`src/rtl/mini_src_ctrl_pkg.sv`:
```
// Shared control encodings for the mini SRC datapath: bus/enable bit indices, opcodes, sequencer states.
// Shared by the sequencer, its decoder, the datapath and their benches.
package mini_src_ctrl_pkg;

  localparam int DP_PC   = 0;
  localparam int DP_IR   = 1;
  localparam int DP_Y    = 2;
  localparam int DP_MAR  = 3;
  localparam int DP_MDR  = 4;
  localparam int DP_Z    = 7;
  localparam int DP_ZHI  = 8;
  localparam int DP_ZLO  = 9;
  localparam int DP_HI   = 10;
  localparam int DP_LO   = 11;
  localparam int DP_READ = 12;

  // Opcodes 0-12 double as ALUopp bit indices.
  localparam int ALU_ADD = 0;
  localparam int ALU_SUB = 1;
  localparam int ALU_NEG = 2;
  localparam int ALU_MUL = 3;
  localparam int ALU_DIV = 4;
  localparam int ALU_AND = 5;
  localparam int ALU_OR  = 6;
  localparam int ALU_ROR = 7;
  localparam int ALU_ROL = 8;
  localparam int ALU_SLL = 9;
  localparam int ALU_SRA = 10;
  localparam int ALU_SRL = 11;
  localparam int ALU_NOT = 12;
  localparam int ALU_INC = 13;

  localparam logic [4:0] OP_HALT = 5'd31;

  typedef enum logic [3:0] {
    S_RST, S_T0, S_T1, S_T2, S_T3, S_T4, S_T5, S_T6, S_HALT
  } state_t;

  typedef enum logic [2:0] {
    C_BINARY, C_UNARY, C_MULDIV, C_HALT, C_ILLEGAL
  } op_class_t;

  function automatic logic [15:0] onehot16(input logic [3:0] idx);
    return 16'(1) << idx;
  endfunction

endpackage

```
`src/rtl/instr_decode.sv`:
```
// Combinational IR decode into opcode class, ALU one-hot and register one-hots; zero latency.
// MULDIV_EN selects whether opcodes 3/4 are MUL/DIV or illegal.
module instr_decode
  import mini_src_ctrl_pkg::*;
(
  input  logic [31:0] ir,
  output op_class_t   op_class,
  output logic [15:0] alu_oh,
  output logic [15:0] ra_oh,
  output logic [15:0] rb_oh,
  output logic [15:0] rc_oh
);

  logic [4:0] opcode;
  logic       unused_ir;

  assign opcode    = ir[31:27];
  assign ra_oh     = onehot16(ir[26:23]);
  assign rb_oh     = onehot16(ir[22:19]);
  assign rc_oh     = onehot16(ir[18:15]);
  assign unused_ir = ^ir[14:0];

  always_comb begin
    op_class = C_ILLEGAL;
    alu_oh   = '0;
    if (opcode == OP_HALT) begin
      op_class = C_HALT;
    end else begin
      case (int'(opcode))
        ALU_ADD, ALU_SUB, ALU_AND, ALU_OR, ALU_ROR,
        ALU_ROL, ALU_SLL, ALU_SRA, ALU_SRL:  op_class = C_BINARY;
        ALU_NEG, ALU_NOT:                    op_class = C_UNARY;
`ifdef MULDIV_EN
        ALU_MUL, ALU_DIV:                    op_class = C_MULDIV;
`endif
        default:                             op_class = C_ILLEGAL;
      endcase
      if (op_class != C_ILLEGAL) alu_oh = onehot16(opcode[3:0]);
    end
  end

endmodule

```
`src/rtl/control_sequencer.sv`:
```
// Hardwired fetch/execute T-state sequencer; 6 cycles ALU, 7 MUL/DIV (MULDIV_EN), +1 per mem_ready=0 cycle in T1.
// Memory backpressure stalls only in T1; outputs are Moore (state + IR), never combinational on mem_ready.
module control_sequencer
  import mini_src_ctrl_pkg::*;
(
  input  logic        clk,
  input  logic        clr,
  input  logic [31:0] IR,
  input  logic        mem_ready,
  output logic [15:0] GRin,
  output logic [15:0] GRout,
  output logic [15:0] DPin,
  output logic [15:0] DPout,
  output logic [15:0] ALUopp,
  output logic        mem_rd,
  output logic        halted,
  output logic        illegal
);

  state_t      state_q, state_d;
  logic        illegal_q, illegal_d;
  op_class_t   op_class;
  logic [15:0] alu_oh, ra_oh, rb_oh, rc_oh;

  instr_decode u_decode (
    .ir       (IR),
    .op_class (op_class),
    .alu_oh   (alu_oh),
    .ra_oh    (ra_oh),
    .rb_oh    (rb_oh),
    .rc_oh    (rc_oh)
  );

  always_ff @(posedge clk or posedge clr) begin
    if (clr) begin
      state_q   <= S_RST;
      illegal_q <= 1'b0;
    end else begin
      state_q   <= state_d;
      illegal_q <= illegal_d;
    end
  end

  always_comb begin
    state_d   = state_q;
    illegal_d = illegal_q;
    GRin      = '0;
    GRout     = '0;
    DPin      = '0;
    DPout     = '0;
    ALUopp    = '0;
    mem_rd    = 1'b0;
    halted    = 1'b0;
    illegal   = 1'b0;
    case (state_q)
      S_RST: state_d = S_T0;
      S_T0: begin
        DPout[DP_PC]    = 1'b1;
        DPin[DP_MAR]    = 1'b1;
        DPin[DP_Z]      = 1'b1;
        ALUopp[ALU_INC] = 1'b1;
        state_d         = S_T1;
      end
      S_T1: begin
        DPout[DP_ZLO] = 1'b1;
        DPin[DP_PC]   = 1'b1;
        DPin[DP_READ] = 1'b1;
        DPin[DP_MDR]  = 1'b1;
        mem_rd        = 1'b1;
        if (mem_ready) state_d = S_T2;
      end
      S_T2: begin
        DPout[DP_MDR] = 1'b1;
        DPin[DP_IR]   = 1'b1;
        state_d       = S_T3;
      end
      S_T3: begin
        state_d = S_T4;
        case (op_class)
          C_BINARY: begin
            GRout      = rb_oh;
            DPin[DP_Y] = 1'b1;
          end
`ifdef MULDIV_EN
          C_MULDIV: begin
            GRout      = ra_oh;
            DPin[DP_Y] = 1'b1;
          end
`endif
          C_UNARY: ;
          default: begin
            state_d   = S_HALT;
            illegal_d = (op_class == C_ILLEGAL);
          end
        endcase
      end
      S_T4: begin
        DPin[DP_Z] = 1'b1;
        ALUopp     = alu_oh;
        GRout      = (op_class == C_BINARY) ? rc_oh : rb_oh;
        state_d    = S_T5;
      end
      S_T5: begin
        DPout[DP_ZLO] = 1'b1;
        GRin          = ra_oh;
        state_d       = S_T0;
`ifdef MULDIV_EN
        if (op_class == C_MULDIV) begin
          GRin        = '0;
          DPin[DP_LO] = 1'b1;
          state_d     = S_T6;
        end
`endif
      end
`ifdef MULDIV_EN
      S_T6: begin
        DPout[DP_ZHI] = 1'b1;
        DPin[DP_HI]   = 1'b1;
        state_d       = S_T0;
      end
`endif
      S_HALT: begin
        halted  = 1'b1;
        illegal = illegal_q;
      end
      default: state_d = S_RST;
    endcase
  end

endmodule
```
`config.mk`:
```
export PLATFORM = sky130hd
export DESIGN_NAME = control_sequencer
export DESIGN_NICKNAME = d
export VERILOG_FILES = /design/src/rtl/mini_src_ctrl_pkg.sv /design/src/rtl/instr_decode.sv /design/src/rtl/control_sequencer.sv
export SDC_FILE = /design/constraint.sdc
export NUM_CORES = 1
export LEC_CHECK = 0
export BUFFER_PORTS_ARGS = -buffer_cell sky130_fd_sc_hd__buf_2
export CORE_ASPECT_RATIO = 1.5
export CORE_MARGIN = 2
export CORE_UTILIZATION = 41
export CTS_CLUSTER_DIAMETER = 60
export DETAILED_ROUTE_END_ITERATION = 10
export PLACE_DENSITY = 0.86
export SETUP_SLACK_MARGIN = 0.1
export SLEW_MARGIN = 5
export SYNTH_ARGS = -nofsm -noshare
export SYNTH_HDL_FRONTEND = slang
export SYNTH_SLANG_ARGS = --single-unit
```
`constraint.sdc`:
```
create_clock -name clk -period 4.8 [get_ports clk]
set_clock_uncertainty 0.1 [all_clocks]
set_input_delay 0.96 -clock clk [delete_from_list [all_inputs] [get_ports clk]]
set_output_delay 0.96 -clock clk [all_outputs]
set_load 0.03 [all_outputs]
```
==> impl_metrics.csv, run 1 <==
group,metric,value,unit
yosys,synth_seq_area_share,9.381,%
layout,diodes,0,
layout,fin_util,51.44,%
clock_network,clk_path_buf_depth,2,
yosys,netlist_top_cells_area,"buf_4 (18%), nor2_1 (10%), dfrtp_1 (9.4%), nand2b_1 (4.7%), nor3_1 (4.5%)",
clock_network,clk_latency,0.22,ns
placement,post-dp-hpwl,2930,um
global_route,track_usage,18.48,%
clock_network,postCtsSetupBuffers,0,
floorplanning,fp.dieW,50.57,um
yosys,yosysTopAreaCell,"buf_4",
yosys,synth_edf_count,0,
clock_network,htree_levels,1,
routing,post_drt_wl_per_cell,12.05,um
yosys,yosys_register_bits,5,
routing,drt_iter0_drc,60,
power_and_ir_drop,power_density,342.8,nW/um2
routing,ant_nets,0,
yosys,ys_types,42,
floorplanning,io_pins,118,
timing,tns,0,ns
timing,rsz0062_at_grt,"false",
clock_network,cts_resized,0,
global_route,grt_pass1_vias,1332,
worst_setup_path,arrival,2.64,ns
yosys,synth-xor-area-share,1.220,%
yosys,ys_warn_count,0,
yosys,synth_top_family_by_area,"simple AND/OR/NAND/NOR gates",
worst_setup_path,end_kind,"output pin",
routing,first_pass_iters,5,
worst_setup_path,critical_path_class,"in -> out",
floorplanning,initial_core_util,42.64,%
routing,wl,3651,um
power_and_ir_drop,p_leak,0.0007853,uW
clock_network,root_buffer,"clkbuf_8",
worst_setup_path,cp_max_fo,20,
layout,final_cells,303,
placement,dp_cells,299,
yosys,synthSimpleGateAreaFrac,45.59,%
timing,tightest_slew,0.9915,ns
timing,slew_headroom,33.76,%
clock_network,cts_hold_buf,0,
floorplanning,die_h,73.86,um
floorplanning,rows,25,
power_and_ir_drop,ir_drop,0.3052,mV
worst_hold_path,hold_path_class,"reg -> reg",
layout,num-fill-cells,354,
yosys,synth_flop_cell,"dfrtp_1",
routing,drc,0,
placement,dp_slack,1.109,ns
yosys,synthMuxAreaShare,0.7505,%
yosys,synth.avg_cell_area,6.636,um2
run_status,status,"finished, final reports clean",
timing,finalSetupViolCount,0,
timing,setup_ws,1.101,ns
layout,area.growth.synth_to_final,20.64,%
global_route,antenna_found_initial,0,
yosys,syn_area,1334,um2
clock_network,clkTransAtPathRegs,0.03,ns
yosys,post-synth-top-count-cell,"nor2_1",
yosys,synthDominantCellAreaShare,18.01,%
clock_network,cts_tree,"yes",
layout,fin_nets,299,
yosys,synth_fa_ha_area_share,0,%
clock_network,cts.sink_count,5,
layout,drive_gt1_share,33.08,%
floorplanning,core,3128,um2
timing,clock.fmax,270.4,MHz
floorplanning,die_area,3735,um2
worst_setup_path,required,3.74,ns
global_route,grt_max_degree,21,
routing,vias,1623,
yosys,synth_common_cells,"nor2_1 (37), buf_4 (32), nand2_1 (12), nor3_1 (12)",
yosys,syn_inst,201,
placement,finalWeightedCongestion,0.8767,
worst_setup_path,startpoint_type,"primary input",
yosys,synth_compound_area_share,20.45,%
timing,slew_violations,0,
timing,timing_hold_violations_final,0,
clock_network,numCtsBuffers,3,
placement,io_buffers,76,
timing,post-route-period-util,77.05,%
routing,vias_per_cell,5.356,
timing,min_period,3.699,ns
global_route,grt_overflow_total,0,
global_route,grt_pass1_wl,5540,um
yosys,async_flop_share,100.0,%
run,drv_cap,0,
==> cell usage in the layout (no fill, tap or decap), drive strengths merged, types with 3 or more instances in the layout <==
| cell | n |
|---|---|
| nor4b | 4 |
| nand3 | 10 |
| nand4 | 5 |
| conb | 26 |
| and2 | 3 |
| o22ai | 4 |
| nand2b | 10 |
| clkbuf | 4 |
| dfrtp | 5 |
| nand4b | 3 |
| o21ai | 10 |
| nand2 | 12 |
| nor3 | 12 |
| or3 | 5 |
| buf | 76 |
| nor2 | 37 |
| nand3b | 3 |
| a22oi | 8 |
==> worst max-delay path, cell delays in order <==
cell and delay [ns]:
buf_2 0.19, nor2_1 0.13, a221o_1 0.59, or3_1 0.45, o21ai_0 0.09, buf_2 0.22
==> registers in the layout, indices dropped and copies added (netlist names) <==
name       count
illegal_q      1
state_q        4
==> logic make-up after synthesis <==
kind of cell	Yosys count
other	1
xor gates and xnor gates	1
and+or+nand+nor	114
DFF	5
muxes	1
AOI/OAI and AO/OA	35
buffers and inverters	44
==> final timing paths <==
kind	startpoint	end	slack [ns]	depth (start not counted)
worst max-delay path	IR[29]	GRout[14]	1.10	6
worst min-delay path	illegal_q	illegal_q	0.38	1
worst max register to register	state_q[1]	state_q[3]	3.28	4
worst min register to register	illegal_q	illegal_q	0.38	1
max in group asynchronous	clr	state_q[0]	3.90	2
min in group asynchronous	clr	state_q[3]	0.54	2
==> cell type report <==
class	count	area (um2)	share of cell area (%)
clock buffer	4	45.04	2.799
inverter	1	3.754	0.2333
multi-input combinational	177	1005	62.44
sequential	5	125.1	7.776
tap	40	50.05	3.110
timing repair buffer	76	380.4	23.64
==> routing by layer <==
| metal | track usage (%) | wire length (um) | part of all wire (%) | up-vias |
|---|---|---|---|---|
| met3 | 4.065 | 371 | 10 | 6 |
| met4 | 4.505 | 23 | 0.63 | 0 |
| met2 | 36.26 | 1890 | 52 | 97 |
| li1 | - | - | - | 796 |
| met1 | 19.46 | 1365 | 37 | 724 |
| met5 | 0 | 0 | 0 | - |
==> report_power, final <==
part	switching, uW	internal (uW)
clock network	19.1	56.9
logic	274	103
registers	38.7	59.6
total	332	220
==> metrics by stage <==
step           hold WS (ns)  total power (uW)  area [um2]
2_1_floorplan        0.3516             430.1        1428
3_3_place_gp         0.3834             472.4        1564
3_5_place_dp         0.3736             476.0        1564
4_1_cts              0.3824             554.3        1609
5_1_grt              0.4092             591.9        1609
6_report             0.3800             551.6        1609
Power figures use the tool's default switching activity.
==> inputs of run 2 (changes only) <==
ABC_AREA = 1   (was default)
CORE_UTILIZATION = 37   (was 41)
PLACE_DENSITY = 0.77   (was 0.86)
clock period = 3.3 ns   (was 4.8 ns; I/O delays follow)
==> run 2 against run 1 <==
Design area rose by 19%. Wire length rose by 24%. First-iteration DRC count rose by 32%. Count of clock-buffer cells in the layout did not move. Power rose by 43%. Sequential share of layout area fell by 1.3 points. Core utilization fell by 5.8 points. Global-route usage fell by 1.1 points. Via count rose by 31%. Worst hold slack got worse by 0.15 ns. Critical endpoint is now GRout[15]. Largest cell class unchanged. Largest power group unchanged.
==> impl_metrics.csv, run 2 <==
group,metric,value,unit
run_status,status,"finished, final reports clean",
routing,vias,2133,
layout,final_cell_mix,"buf_2 (76), nand2_1 (67), nand3_1 (54)",
floorplanning,rows,29,
routing,drt_iter0_drc,79,
global_route,grt_overflow_total,0,
global_route,grt_max_degree,24,
clock_network,cts.sink_count,5,
layout,diodes,0,
yosys,post-synth-top-count-cell,"nand2_1",
placement,io_buffers,76,
layout,fin_util,45.60,%
worst_setup_path,cp_max_fo,23,
yosys,synth_seq_area_share,7.813,%
power_and_ir_drop,p_switching,481.4,uW
routing,post_drt_wl_per_cell,10.65,um
yosys,synth_flop_cell,"dfrtp_1",
clock_network,numCtsBuffers,3,
global_route,grt_pass1_vias,1732,
routing,vias_per_cell,5.007,
clock_network,postCtsSetupBuffers,0,
timing,rsz0062_at_grt,"false",
power_and_ir_drop,clock_power_share,14.1,%
floorplanning,initial_core_util,38.05,%
worst_setup_path,required,2.54,ns
clock_network,clk_latency,0.22,ns
layout,reg.largest.list,"state_q x4, illegal_q x1",
placement,post-dp-hpwl,3564,um
layout,fin_nets,416,
timing,slew_violations,0,
layout,final_common_cell,"buf_2",
power_and_ir_drop,swShare,60.97,%
layout,largest_register,"state_q",
power_and_ir_drop,p_seq_share,14.3,%
timing,finalSetupViolCount,0,
layout,area.growth.synth_to_final,19.84,%
clock_network,htree_levels,1,
worst_setup_path,arrival,2.07,ns
power_and_ir_drop,intPower,308.1,uW
yosys,syn_area,1602,um2
yosys,ys_types,21,
floorplanning,fp.dieW,57.72,um
global_route,track_usage,17.35,%
layout,final_cell_area,1919,um2
timing,min_period,2.832,ns
timing,post-route-period-util,85.83,%
worst_setup_path,critical_path_class,"in -> out",
worst_setup_path,end_kind,"output pin",
clock_network,cts_hold_buf,0,
routing,wl,4536,um
timing,tns,0,ns
yosys,synthDominantCellAreaShare,16.88,%
yosys,synth.avg_cell_area,5.100,um2
routing,ant_nets,0,
yosys,syn_inst,314,
power_and_ir_drop,power_density,411.3,nW/um2
placement,finalWeightedCongestion,0.8129,
yosys,synth_edf_count,0,
yosys,synth_common_cells,"nand2_1 (67), nand3_1 (54), nor2_1 (53)",
clock_network,root_buffer,"clkbuf_8",
yosys,netlist_top_cells_area,"nand3_1 (17%), nand2_1 (16%), buf_4 (15%), nor2_1 (12%), inv_1 (11%)",
global_route,antenna_found_initial,0,
floorplanning,core,4209,um2
power_and_ir_drop,p_leak,0.001194,uW
layout,largest_reg_flops,4,
worst_hold_path,hold_path_class,"in -> async",
clock_network,cts_resized,0,
timing,clock.fmax,353.1,MHz
routing,first_pass_iters,4,
layout,drive_gt1_share,24.21,%
floorplanning,io_pins,118,
yosys,yosys_register_bits,5,
clock_network,clk_path_buf_depth,2,
power_and_ir_drop,p_comb_share,71.6,%
yosys,ys_warn_count,0,
yosys,async_flop_share,100.0,%
run,drv_cap,0,
yosys,yosysTopAreaCell,"nand3_1",
floorplanning,die_area,4882,um2
worst_setup_path,startpoint_type,"primary input",
floorplanning,die_h,84.58,um
clock_network,clkTransAtPathRegs,0.03,ns
power_and_ir_drop,ir_drop,0.5324,mV
placement,place_area,1874,um2
clock_network,cts_tree,"yes",
global_route,grt_pass1_wl,7141,um
routing,drc,0,
timing,timing_hold_violations_final,0,
-- run 2: changes by cell type in the layout (fill, tap and decap cells not counted), sizes merged, moves of 8 or more --
cell,previous run,this run
a22oi,8,0
inv,1,48
nand2,12,67
nand2b,10,0
nand3,10,54
nand4,5,24
nor2,37,57
nor3,12,3
o21ai,10,1
-- run 2: layout make-up --
type	instances	area (um2)
Fill cell	456	2290
Multi-Input combinational cell	242	1094
Timing Repair Buffer	81	417.9
Inverter	48	180.2
Sequential cell	5	125.1
Tap cell	46	57.56
Clock buffer	4	45.04
-- run 2: path summary, 6_finish.rpt --
path | start | to | slack, ns | cells past startpoint
worst max-delay path | IR[27] | GRout[15] | 0.47 | 10
worst min-delay path | clr | state_q[0] | 0.23 | 2
worst max register to register | state_q[3] | state_q[0] | 1.80 | 6
worst min register to register | illegal_q | illegal_q | 0.37 | 2
max in group asynchronous | clr | illegal_q | 2.70 | 2
min in group clk | illegal_q | illegal_q | 0.37 | 2
-- run 2: critical path, stage by stage --
cell     delay, ns
buf_2         0.12
inv_1         0.10
nand2_1       0.09
nand2_1       0.07
nand3_1       0.11
nor2_4        0.13
buf_4         0.27
nand4_1       0.11
a21oi_1       0.18
buf_2         0.22
-- run 2: metrics by stage --
stage	hold WS, ns	total power [uW]	instances	setup WS [ns]
after detailed placement	0.3698	680.7	422	0.4855
after global routing	0.2497	851.6	426	0.3769
after floorplan	0.3385	595.0	339	0.3754
after CTS	0.2321	795.7	426	0.4734
after global placement	0.3650	670.2	422	0.4950
final	0.2303	789.5	426	0.4676
-- run 2: cells by family after synthesis --
kind of cell           count (synthesis)  share of synthesized area, %
and+or+nand+nor                      209                         59.92
buffers and inverters                 92                         29.77
AOI/OAI and AO/OA                      7                         2.265
DFF                                    5                         7.813
other                                  1                        0.2342
-- run 2: metal layers --
metal / global-route usage (%) / vias up / share of wire [%]
met3: 0.7704 / 6 / 7.0
li1: - / 1082 / -
met5: 0 / - / 0
met4: 6.131 / 0 / 1.1
met2: 32.85 / 100 / 53
met1: 19.81 / 945 / 39
-- run 2: power by group through the flow --
stage,sequential [uW],combinational (uW),clock [uW]
2_1_floorplan,107,488,0
4_1_cts,113,568,114
3_5_place_dp,114,567,0
3_3_place_gp,113,557,0
5_1_grt,117,614,120
6_report,113,565,111
==> inputs of run 3 (changes only) <==
CORE_UTILIZATION = 40   (was 37)
PLACE_DENSITY = 0.78   (was 0.77)
SYNTH_HIERARCHICAL = 1   (was default)
==> run 3 against run 2 <==
Core utilization up 3.6 points. Clock power about the same. Via count up 8.3%. First-iteration DRC count up 18%. Register-to-register slack worse by 0.02 ns. Largest cell class unchanged.
==> impl_metrics.csv, run 3 <==
group,metric,value,unit
worst_setup_path,cp_max_fo,16,
placement,dp_cells,511,
floorplanning,rows,30,
floorplanning,core,4579,um2
global_route,grt_overflow_total,0,
timing,tns,0,ns
worst_setup_path,path_common_cell,"nand2_1",
yosys,syn_inst,388,
worst_setup_path,required,2.54,ns
yosys,synth_common_cells,"nor2_1 (89), nand2_1 (82), inv_1 (66)",
floorplanning,die_area,5396,um2
yosys,synth_seq_area_share,6.498,%
timing,min_period,3.002,ns
clock_network,clk_latency,0.22,ns
yosys,synth_flop_cell,"dfrtp_1",
yosys,synth_edf_count,0,
routing,post_drt_wl_per_cell,9.075,um
layout,largest_register,"state_q",
yosys,syn_area,1926,um2
worst_setup_path,critPathSlowestCell,"nor3_4",
layout,area.growth.synth_to_final,16.89,%
layout,fin_util,49.15,%
routing,first_pass_iters,4,
clock_network,cts_hold_buf,0,
layout,final_cells,517,
global_route,grt_pass1_vias,1929,
yosys,yosysTopAreaCell,"nor2_1",
layout,largest_reg_flops,4,
worst_setup_path,end_kind,"output pin",
placement,finalWeightedCongestion,0.8901,
clock_network,clk_path_buf_depth,2,
layout,drive_gt1_share,22.74,%
worst_setup_path,path_delay_family,"simple AND/OR/NAND/NOR gates",
clock_network,clkTransAtPathRegs,0.03,ns
worst_hold_path,hold_path_class,"in -> async",
layout,num-fill-cells,508,
routing,drt_iter0_drc,93,
worst_setup_path,cp_num_buf_inv,5,
layout,diodes,0,
floorplanning,io_pins,118,
yosys,synthDominantCellAreaShare,17.35,%
yosys,ys_warn_count,6,
yosys,yosys_register_bits,5,
routing,vias,2311,
placement,post-dp-hpwl,3867,um
layout,final_cell_mix,"nor2_1 (89), nand2_1 (81), buf_2 (76)",
global_route,track_usage,17.07,%
routing,drc,0,
timing,slew_violations,0,
yosys,post-synth-top-count-cell,"nor2_1",
timing,rsz0062_at_grt,"false",
clock_network,root_buffer,"clkbuf_8",
worst_setup_path,critical_path_class,"in -> out",
clock_network,numCtsBuffers,3,
timing,post-route-period-util,90.97,%
floorplanning,die_h,88.98,um
power_and_ir_drop,ir_drop,0.2586,mV
layout,final_common_cell,"nor2_1",
global_route,grt_pass1_wl,7562,um
floorplanning,fp.dieW,60.65,um
yosys,ys_types,26,
routing,vias_per_cell,4.470,
layout,reg.largest.list,"state_q x4, illegal_q x1",
worst_setup_path,startpoint_type,"primary input",
timing,clock.fmax,333.1,MHz
worst_setup_path,arrival,2.24,ns
timing,finalSetupViolCount,0,
yosys,synth.avg_cell_area,4.963,um2
worst_setup_path,worstPathCellList,"buf_2, nand2_2, inv_2, nand2_2, nor3_4, inv_1, nand2_1, nor2_4, nand2_2, buf_6, nand2_1, nand2_1, nand2_1, nand2_1, buf_2",
worst_setup_path,critPathMaxStageDelay,0.22,ns
timing,timing_hold_violations_final,0,
clock_network,htree_levels,1,
routing,wl,4692,um
timing,worst_hold_slack,0.2322,ns
layout,fin_nets,489,
timing,tightest_slew,0.5458,ns
clock_network,cts_tree,"yes",
global_route,grt_max_degree,20,
run_status,status,"finished, final reports clean",
yosys,async_flop_share,100.0,%
routing,ant_nets,0,
run,drv_cap,0,
clock_network,cts.sink_count,5,
global_route,antenna_found_initial,0,
yosys,netlist_top_cells_area,"nor2_1 (17%), nand3_1 (16%), nand2_1 (16%), buf_4 (14%), inv_1 (13%)",
timing,slew_headroom,63.48,%
power_and_ir_drop,p_leak,0.001378,uW
placement,io_buffers,76,
floorplanning,initial_core_util,42.05,%
power_and_ir_drop,power_density,367.8,nW/um2
run 3: changes by cell type in the layout (fill, tap and decap cells not counted), sizes merged, moves of 10 or more:
cell and delta:
inv +21, nand2 +18, nand3 +10, nand4 -17, nor2 +36
run 3: power by group:
group | total [uW] | switching [uW] | internal (uW)
clock | 112 | 29.5 | 82.9
combinational | 600 | 455 | 145
sequential | 115 | 27.3 | 87.7
total | 828 | 512 | 316
run 3: path summary, 6_finish.rpt:
kind / startpoint / end / slack (ns) / depth (start not counted)
min in group clk: illegal_q / illegal_q / 0.39 / 2
worst min-delay path: clr / state_q[1] / 0.23 / 2
worst min register to register: illegal_q / illegal_q / 0.39 / 2
worst max register to register: state_q[1] / illegal_q / 1.78 / 6
worst max-delay path: IR[28] / GRout[10] / 0.30 / 15
max in group asynchronous: clr / state_q[2] / 2.70 / 2
run 3: through the flow:
| stage | cell area (um2) | power, uW | setup slack (ns) |
|---|---|---|---|
| 2_1_floorplan | 2019 | 646.7 | 0.1319 |
| 3_3_place_gp | 2177 | 704.4 | 0.1990 |
| 3_5_place_dp | 2177 | 712.9 | 0.1653 |
| 4_1_cts | 2222 | 827.2 | 0.1564 |
| 5_1_grt | 2251 | 893.9 | 0.1397 |
| 6_report | 2251 | 827.8 | 0.2979 |
run 3: timing repair:
action / in CTS / in global routing
endpoints found under the setup margin: 0 / 16
gates resized for setup: 0 / 5
endpoints found under the hold margin: 0 / 0
buffers inserted: 0 / 2
run 3: cell type report:
type                            instances  area, um2  area share, %
Inverter                               71      270.3          12.01
Sequential cell                         5      125.1          5.559
Tap cell                               64      80.08          3.558
Multi-Input combinational cell        292       1309          58.14
Clock buffer                            4      45.04          2.001
Timing Repair Buffer                   81      421.7          18.73
run 3: logic make-up (layout without fill, tap and decap cells):
kind of cell           Yosys count  after routing  synth area share, %
buffers and inverters          116            156                30.73
AO/OA/AOI/OAI                    5              5                1.624
AND/OR/NAND/NOR                260            260                60.75
flip-flops                       5              5                6.498
other                            2             27               0.3900
run 3: layer usage:
metal,vias up,global-route usage [%],wire (um)
met1,970,18.34,1868
met4,0,4.348,64
met3,7,2.026,333
met2,76,33.72,2425
met5,-,0,0
li1,1258,-,-
